==> src/rtl/btn_arbiter_if.sv <==
// Button-arbiter bus: raw button levels and enable in, one-hot grant pulse,
// grant index and status flags out.
interface btn_arbiter_if #(
    parameter int N  = 2,
    parameter int IW = (N > 1) ? $clog2(N) : 1
);
    logic [N-1:0]  btn;
    logic          enable;
    logic [N-1:0]  grant;
    logic [IW-1:0] grant_idx;
    logic          grant_valid;
    logic          busy;
    logic          dropped;

    modport master (
        output btn, enable,
        input  grant, grant_idx, grant_valid, busy, dropped
    );

    modport slave (
        input  btn, enable,
        output grant, grant_idx, grant_valid, busy, dropped
    );
endinterface

==> src/rtl/btn_arbiter.sv <==
// Round-robin arbiter granting one synchronized button press per grant cycle,
// followed by a cooldown lockout. Optional macro BTN_ARB_PENDING_EN remembers un-served presses.
module btn_arbiter #(
    parameter int N        = 2,
    parameter int COOLDOWN = 4,
    parameter int IW       = (N > 1) ? $clog2(N) : 1
) (
    input  logic         clock,
    input  logic         reset,
    btn_arbiter_if.slave bus
);
    typedef enum logic [1:0] {
        ST_IDLE     = 2'd0,
        ST_GRANT    = 2'd1,
        ST_COOLDOWN = 2'd2
    } state_t;

    localparam logic [7:0]    CD_INIT  = 8'(COOLDOWN);
    localparam logic [IW-1:0] PTR_INIT = IW'(N - 1);

    // Returns {found, index} of the first set candidate after ptr, wrapping.
    function automatic logic [IW:0] rr_pick(input logic [N-1:0] cand, input logic [IW-1:0] ptr);
        logic [IW:0] res;
        int          idx;
        res = '0;
        for (int off = 1; off <= N; off++) begin
            idx = (int'(ptr) + off) % N;
            if (!res[IW] && cand[idx]) begin
                res = {1'b1, IW'(idx)};
            end else begin
                res = res;
            end
        end
        return res;
    endfunction

    logic [N-1:0]  sync1_r, sync2_r, prev_r;
    logic [N-1:0]  rise_s, cand_s, win_onehot_s;
    state_t        state_r, next_state_s;
    logic [7:0]    cnt_r, cnt_next_s;
    logic [IW-1:0] ptr_r, win_idx_s;
    logic [IW:0]   pick_s;
    logic          arb_ok_s, do_grant_s, drop_s;
    logic [N-1:0]  grant_r;
    logic [IW-1:0] grant_idx_r;
    logic          grant_valid_r, busy_r, dropped_r;

    assign rise_s = sync2_r & ~prev_r;

`ifdef BTN_ARB_PENDING_EN
    logic [N-1:0] pending_r;
    assign cand_s = rise_s | pending_r;
    // A repeat press on a bit still waiting for service is the only loss.
    assign drop_s = bus.enable & (|(rise_s & pending_r));

    // Pending presses accumulate until granted; disabling flushes them.
    always_ff @(posedge clock or negedge reset) begin
        if (!reset) begin
            pending_r <= '0;
        end else if (!bus.enable) begin
            pending_r <= '0;
        end else begin
            pending_r <= (pending_r | rise_s) & ~win_onehot_s;
        end
    end
`else
    assign cand_s = rise_s;
    assign drop_s = bus.enable & (|(rise_s & ~win_onehot_s));
`endif

    // Arbitration and next-state selection.
    always_comb begin
        arb_ok_s     = 1'b0;
        next_state_s = state_r;
        cnt_next_s   = cnt_r;
        win_onehot_s = '0;
        pick_s       = rr_pick(cand_s, ptr_r);
        win_idx_s    = pick_s[IW-1:0];
        case (state_r)
            ST_IDLE:     arb_ok_s = 1'b1;
            ST_GRANT:    arb_ok_s = (COOLDOWN == 0);
            ST_COOLDOWN: arb_ok_s = 1'b0;
            default:     arb_ok_s = 1'b0;
        endcase
        do_grant_s = arb_ok_s & bus.enable & pick_s[IW];
        if (do_grant_s) begin
            win_onehot_s[win_idx_s] = 1'b1;
        end else begin
            win_onehot_s = '0;
        end
        case (state_r)
            ST_IDLE: begin
                if (do_grant_s) begin
                    next_state_s = ST_GRANT;
                end else begin
                    next_state_s = ST_IDLE;
                end
            end
            ST_GRANT: begin
                if (COOLDOWN > 0) begin
                    next_state_s = ST_COOLDOWN;
                    cnt_next_s   = CD_INIT;
                end else if (do_grant_s) begin
                    next_state_s = ST_GRANT;
                end else begin
                    next_state_s = ST_IDLE;
                end
            end
            ST_COOLDOWN: begin
                if (cnt_r <= 8'd1) begin
                    next_state_s = ST_IDLE;
                    cnt_next_s   = 8'd0;
                end else begin
                    cnt_next_s = cnt_r - 8'd1;
                end
            end
            default: begin
                next_state_s = ST_IDLE;
                cnt_next_s   = 8'd0;
            end
        endcase
    end

    // Synchronizer, edge detector, FSM state and registered outputs.
    always_ff @(posedge clock or negedge reset) begin
        if (!reset) begin
            sync1_r       <= '0;
            sync2_r       <= '0;
            prev_r        <= '0;
            state_r       <= ST_IDLE;
            cnt_r         <= 8'd0;
            ptr_r         <= PTR_INIT;
            grant_r       <= '0;
            grant_idx_r   <= '0;
            grant_valid_r <= 1'b0;
            busy_r        <= 1'b0;
            dropped_r     <= 1'b0;
        end else begin
            sync1_r       <= bus.btn;
            sync2_r       <= sync1_r;
            prev_r        <= sync2_r;
            state_r       <= next_state_s;
            cnt_r         <= cnt_next_s;
            ptr_r         <= do_grant_s ? win_idx_s : ptr_r;
            grant_r       <= win_onehot_s;
            grant_idx_r   <= do_grant_s ? win_idx_s : '0;
            grant_valid_r <= do_grant_s;
            busy_r        <= (next_state_s == ST_COOLDOWN);
            dropped_r     <= drop_s;
        end
    end

    assign bus.grant       = grant_r;
    assign bus.grant_idx   = grant_idx_r;
    assign bus.grant_valid = grant_valid_r;
    assign bus.busy        = busy_r;
    assign bus.dropped     = dropped_r;
endmodule

==> src/flat_wrapper.sv <==
// flat-port wrapper written by rule: the top's interface ports become plain ports
module btn_arbiter_flat 
#(
    parameter int N        = 2,
    parameter int COOLDOWN = 4,
    parameter int IW       = (N > 1) ? $clog2(N) : 1
)
  (clock, reset, bus_btn, bus_enable, bus_grant, bus_grant_idx, bus_grant_valid, bus_busy, bus_dropped);
  btn_arbiter_if #(.N(N), .IW(IW)) bus_i ();
  input  logic clock;
  input  logic reset;
  input wire logic [$bits(bus_i.btn)-1:0] bus_btn;
  input wire logic [$bits(bus_i.enable)-1:0] bus_enable;
  output wire logic [$bits(bus_i.grant)-1:0] bus_grant;
  output wire logic [$bits(bus_i.grant_idx)-1:0] bus_grant_idx;
  output wire logic [$bits(bus_i.grant_valid)-1:0] bus_grant_valid;
  output wire logic [$bits(bus_i.busy)-1:0] bus_busy;
  output wire logic [$bits(bus_i.dropped)-1:0] bus_dropped;
  assign bus_i.btn = bus_btn;
  assign bus_i.enable = bus_enable;
  assign bus_grant = bus_i.grant;
  assign bus_grant_idx = bus_i.grant_idx;
  assign bus_grant_valid = bus_i.grant_valid;
  assign bus_busy = bus_i.busy;
  assign bus_dropped = bus_i.dropped;
  btn_arbiter #(.N(N), .COOLDOWN(COOLDOWN), .IW(IW)) u_core (.clock(clock), .reset(reset), .bus(bus_i));
endmodule
==> config.mk <==
export PLATFORM = sky130hd
export DESIGN_NAME = btn_arbiter_flat
export DESIGN_NICKNAME = d
export VERILOG_FILES = /design/src/rtl/btn_arbiter_if.sv /design/src/rtl/btn_arbiter.sv /design/src/flat_wrapper.sv
export SDC_FILE = /design/constraint.sdc
export NUM_CORES = 1
export LEC_CHECK = 0
export CAP_MARGIN = 20
export CORE_AREA = 2 2 58 49
export CTS_BUF_LIST = sky130_fd_sc_hd__clkbuf_2
export DETAILED_ROUTE_END_ITERATION = 8
export DIE_AREA = 0 0 60 51
export GPL_TIMING_DRIVEN = 0
export HOLD_SLACK_MARGIN = 0.08
export PLACE_DENSITY = 0.6
export SYNTH_ARGS = -nofsm -noshare
export SYNTH_HDL_FRONTEND = slang
export SYNTH_SLANG_ARGS = --single-unit
==> constraint.sdc <==
create_clock -name clock -period 4.1 [get_ports clock]
set_clock_uncertainty 0.15 [all_clocks]
set_input_delay 0.82 -clock clock [delete_from_list [all_inputs] [get_ports clock]]
set_output_delay 0.82 -clock clock [all_outputs]
set_load 0.03 [all_outputs]
# After elaboration in Yosys (flattened, before gate mapping)
# Cells that the tools add are included.
[word_totals]
out_inout_bits = 6
register_bits = 23
[op_classes]
n_bitwise = 9
reduce_logical = 5
add_sub_neg = 3
order_cmp = 5
eq_ne = 3
muxes = 18
[op_table]
columns = ["operator", "n"]
rows = [
  ["one-hot mux 8 bit (3 select lines)", 1],
  ["2-to-1 mux 1 bit", 10],
  ["<= comparator 8 x 1 -> 1 bit, second input constant", 1],
  ["2-to-1 mux 2 bit", 4],
  ["2-to-1 mux 8 bit", 1],
  ["subtractor 8 x 1 -> 8 bit, second input constant", 1],
  ["< comparator 2 x 3 -> 1 bit, second input constant", 2],
  ["one-hot mux 2 bit (3 select lines)", 1],
  ["AND 2 bit", 2],
  ["== test 2 bit, second input constant", 2],
  ["NOT 2 bit", 2],
  ["AND 1 bit", 3],
  ["adder 1 bit, second input constant", 2],
  ["AND 1 bit, first input constant", 2],
  ["== test 2 x 1 -> 1 bit, second input constant", 1],
  ["logical AND 1 bit", 2],
  ["zero test 2 bit", 1],
  ["< comparator 1 x 2 -> 1 bit, second input constant", 1],
  ["OR reduction 2 bit", 1],
  ["demux 1 bit (select 1 bit)", 1],
  ["greater-or-equal comparator 1 bit, second input constant", 1],
  ["zero test 1 bit", 1],
]

# Depth between registers and ports, before layout
# Gate-level depths: netlist of the first run.
[depth]
word_depth = 18
ltp_mapped = 7
ltp_nobuf = 6

# Worst setup path before layout of the first run
# No wires, ideal clock.
[synth_path]
kind = "register -> register"
startpoint = "register u_core.cnt_r[3]"
endpoint = "register u_core.cnt_r[2]"
n_path_buf = 1
setup_time_ns = 0.135
stages_incl_launch_ff = 6
arrival_ns = 1.689
required_ns = 3.815
synth_period_minus_slack_ns = 1.974
slack_ns = 2.126
path_cell_list = "dfrtp_1 > or4_1 > o41a_1 > buf_6 > a31oi_1 > o32ai_1"
[synth_between]
elab_chain_cells = 3
[synth_lines]
columns = ["element", "line", "rtl"]
rows = [
  ["from (decl)", "btn_arbiter.sv:40", "logic [7:0] cnt_r, cnt_next_s;"],
  ["from (signal assigned)", "btn_arbiter.sv:143", "cnt_r <= cnt_next_s;"],
  ["<= comparator 8 x 1 -> 1 bit", "btn_arbiter.sv:110", "if (cnt_r <= 8'd1) begin"],
  ["2-to-1 mux 8 bit", "btn_arbiter.sv:110", ""],
  ["one-hot mux 8 bit (3 select lines)", "btn_arbiter.sv:91", "case (state_r)"],
]
# Every way passes these cells.
# A chain may end at the register's enable or synchronous reset.

==> impl_metrics.yaml, run 1 <==
floorplanning:
  die_x_um: 60
  initial_core_util: 0.382
  num_io_pins: 11
  core_area_um2: 2570
  die_area_um2: 3060
  die_h_um: 51
  rows: 17
routing:
  dr.pass1.iters: 4
  drt_iter0_drc: 11
  vias: 643
  avgRoutedWirePerCell_um: 11.2
  viasPerCell: 4.53
  drc: 0
  routed_wl_um: 1600
  postRouteAntennaNets: 0
worst_setup_path:
  crit_type: "register to output port"
  worstPathRequired_ns: 3.13
  arrival_ns: 1.47
  start_kind: "register"
  critPathMaxFanout: 2
  cp-end-kind: "output port"
sta:
  finalWorstSetupSlack_ns: 1.66
  clock.fmax_ghz: 0.409
  slew_violations: 0
  min_period_ns: 2.44
  rsz0062_at_grt: "false"
  post-route-period-util: 0.596
  slew_headroom: 0.371
  tns_ns: 0
  worstMarginPinSlew_ns: 0.941
  setup_viol: 0
  hold_violations: 0
clock_network:
  clockBufferDepth: 2
  cts_resized: 0
  root_buffer: "clkbuf_2"
  cts.sinks: 22
  clk_latency_ns: 0.32
  postCtsHoldBufs: 0
  clkTransAtPathRegs_ns: 0.21
  cts_made_buffers: 3
  cts_setup_buffers: 0
  htree_levels: 1
  cts_tree: "done"
finish:
  multi_input_area_um2: 374
  fin_area_um2: 1170
  nNetsFinal: 116
  drive_above_1_share: 0.0769
  syn2layout_area_growth_pct: 19.6
  final_util: 0.456
  insertedDiodeCount: 0
  final.fill_count: 261
  regArea_um2: 552
power_and_ir_drop:
  p_sw_uw: 206
  irDropWorstVdd_mv: 0.192
  p_sw_frac: 0.330
  power.share.clock: 0.242
  p_seq_frac: 0.452
  p_comb_frac: 0.306
  power_density_nw_per_um2: 533
  leakagePower_uw: 0.000546
  p_int_uw: 420
synth:
  synth.most_common_cell: "dfrtp_1"
  ys_ff_latch: 22
  synthFlopType: "dfrtp_1"
  ys_seq_area_frac: 0.562
  syn_area_um2: 982
  synth.area.top_cells: "dfrtp_1 (54%), ha_1 (7.6%), nor2_1 (3.8%)"
  yosysTopAreaCell: "dfrtp_1"
  synthTopCellsByCount: "dfrtp_1 (21), nor2_1 (10), inv_1 (9)"
  synthDominantCellAreaShare: 0.535
  ys_types: 32
  yosys_warnings: 0
  syn_nets: 101
  synth.avg_cell_area_um2: 10.9
  synth_cells: 90
  async_reset_ff_frac: 1.00
  synth-edff-count: 0
grt:
  grt_pass1_wl_um: 3060
  grt_pass1_vias: 699
  grt_max_degree: 23
  antenna_found_initial: 0
  track_usage: 0.130
  grt-ovfl-total: 0
place:
  place_ws_ns: 1.89
  place_hpwl_um: 1170
  io_buffers: 10
  dpl_cell_area_um2: 1130
  gp_congestion: 0.774
outcome:
  status: "completed"
job:
  cap_violations: 0
hold_path:
  hold_class: "register to register"
[placed cells by master (no fill, tap or decap), types with 2 or more instances in the layout]
cell	instances
ha_1	6
nand4_1	3
xor2_1	3
o21ai_0	3
nor3_1	2
a21oi_1	2
dfrtp_1	21
nor2b_1	3
nand3_1	4
nand2_1	3
inv_1	9
clkbuf_2	3
a31oi_1	2
nor2_1	10
clkdlybuf4s50_1	10
[metal layers]
metal / GRT usage / vias up / routed length [µm]
met2: 0.219 / 6 / 754
met1: 0.177 / 301 / 798
met5: 0 / - / 0
li1: - / 334 / -
met4: 0.0333 / 0 / 12
met3: 0.0152 / 2 / 29
[layout make-up]
class,count,area share
Buffer,3,0.0192
Tap cell,38,0.0405
Sequential cell,22,0.470
Clock buffer,3,0.0128
Clock inverter,1,0.0256
Inverter,9,0.0288
Multi-Input combinational cell,56,0.318
Timing Repair Buffer,10,0.0852
[path summary, 6_finish.rpt]
path	from	endpoint	slack, ns	cells after the start
setup / recovery	u_core.bus.grant_idx	bus_grant[1]	1.66	2
hold / removal	u_core.sync1_r[1]	u_core.sync2_r[1]	0.23	0
setup reg to reg	u_core.cnt_r[3]	u_core.cnt_r[2]	1.97	5
hold reg to reg	u_core.sync1_r[1]	u_core.sync2_r[1]	0.23	0
max in group asynchronous	reset	u_core.bus.dropped	2.40	1
min in group asynchronous	reset	u_core.state_r[1]	0.83	1
[cells by family (layout without fill, tap and decap cells)]
kind of cell,Yosys count,count (layout),share of synthesized area
adders and majority gates,7,7,0.0866
AOI/OAI and AO/OA,14,14,0.0968
xor gates and xnor gates,4,4,0.0357
DFF,22,22,0.562
and+or+nand+nor,31,31,0.162
buffers and inverters,12,26,0.0573
[stage by stage]
stage / hold WS (ns) / power (µW) / instances
floorplan: 0.181 / 426 / 90
detailed placement: 0.185 / 481 / 138
global placement: 0.184 / 477 / 138
global route: 0.244 / 670 / 142
finish: 0.227 / 626 / 142
CTS: 0.230 / 632 / 142
[worst max-delay path, cell delays in order, from the launching register on]
cell	delay, ns
dfrtp_1	0.40
buf_4	0.10
clkdlybuf4s50_1	0.65
[power by group through the flow]
stage | registers [µW] | logic [µW] | clock network [µW]
after global routing | 290 | 220 | 161
after floorplan | 294 | 132 | 0
after CTS | 284 | 193 | 155
after global placement | 287 | 190 | 0
final | 283 | 191 | 152
after detailed placement | 289 | 192 | 0
[flip-flops by register name (all words and copies together), names as in the netlist]
signal / count
u_core.cnt_r: 8
u_core.prev_r: 2
u_core.state_r: 2
u_core.sync1_r: 2
u_core.sync2_r: 2
u_core.bus.busy: 1
u_core.bus.dropped: 1
u_core.bus.grant: 1
u_core.bus.grant_idx: 1
u_core.bus.grant_valid: 1
u_core.ptr_r: 1
(Power assumes the default switching activity.)
==> inputs of run 2 (changes only) <==
==> constraint.sdc (replaced) <==
create_clock -name clock -period 2.5 [get_ports clock]
set_clock_uncertainty 0.15 [all_clocks]
set_input_delay 0.5 -clock clock [delete_from_list [all_inputs] [get_ports clock]]
set_output_delay 0.5 -clock clock [all_outputs]
set_load 0.03 [all_outputs]
==> results of run 2 <==
Same layout as run 1 (identical final DEF). Status: completed.
Among the figures that moved: setup slack after placement 1.89 ns -> 0.392 ns; clock-pin slew on the worst setup and hold paths 0.21 ns -> 0.22 ns; setup slack after layout 1.66 ns -> 0.375 ns; start point of the critical path u_core.bus.grant_idx -> u_core.cnt_r[3]; end point of the critical path bus_grant[1] -> u_core.cnt_r[2]; register-to-register setup slack 1.97 ns -> 0.37 ns; total power 626 µW -> 1030 µW; worst IR drop on VDD 0.192 mV -> 0.314 mV
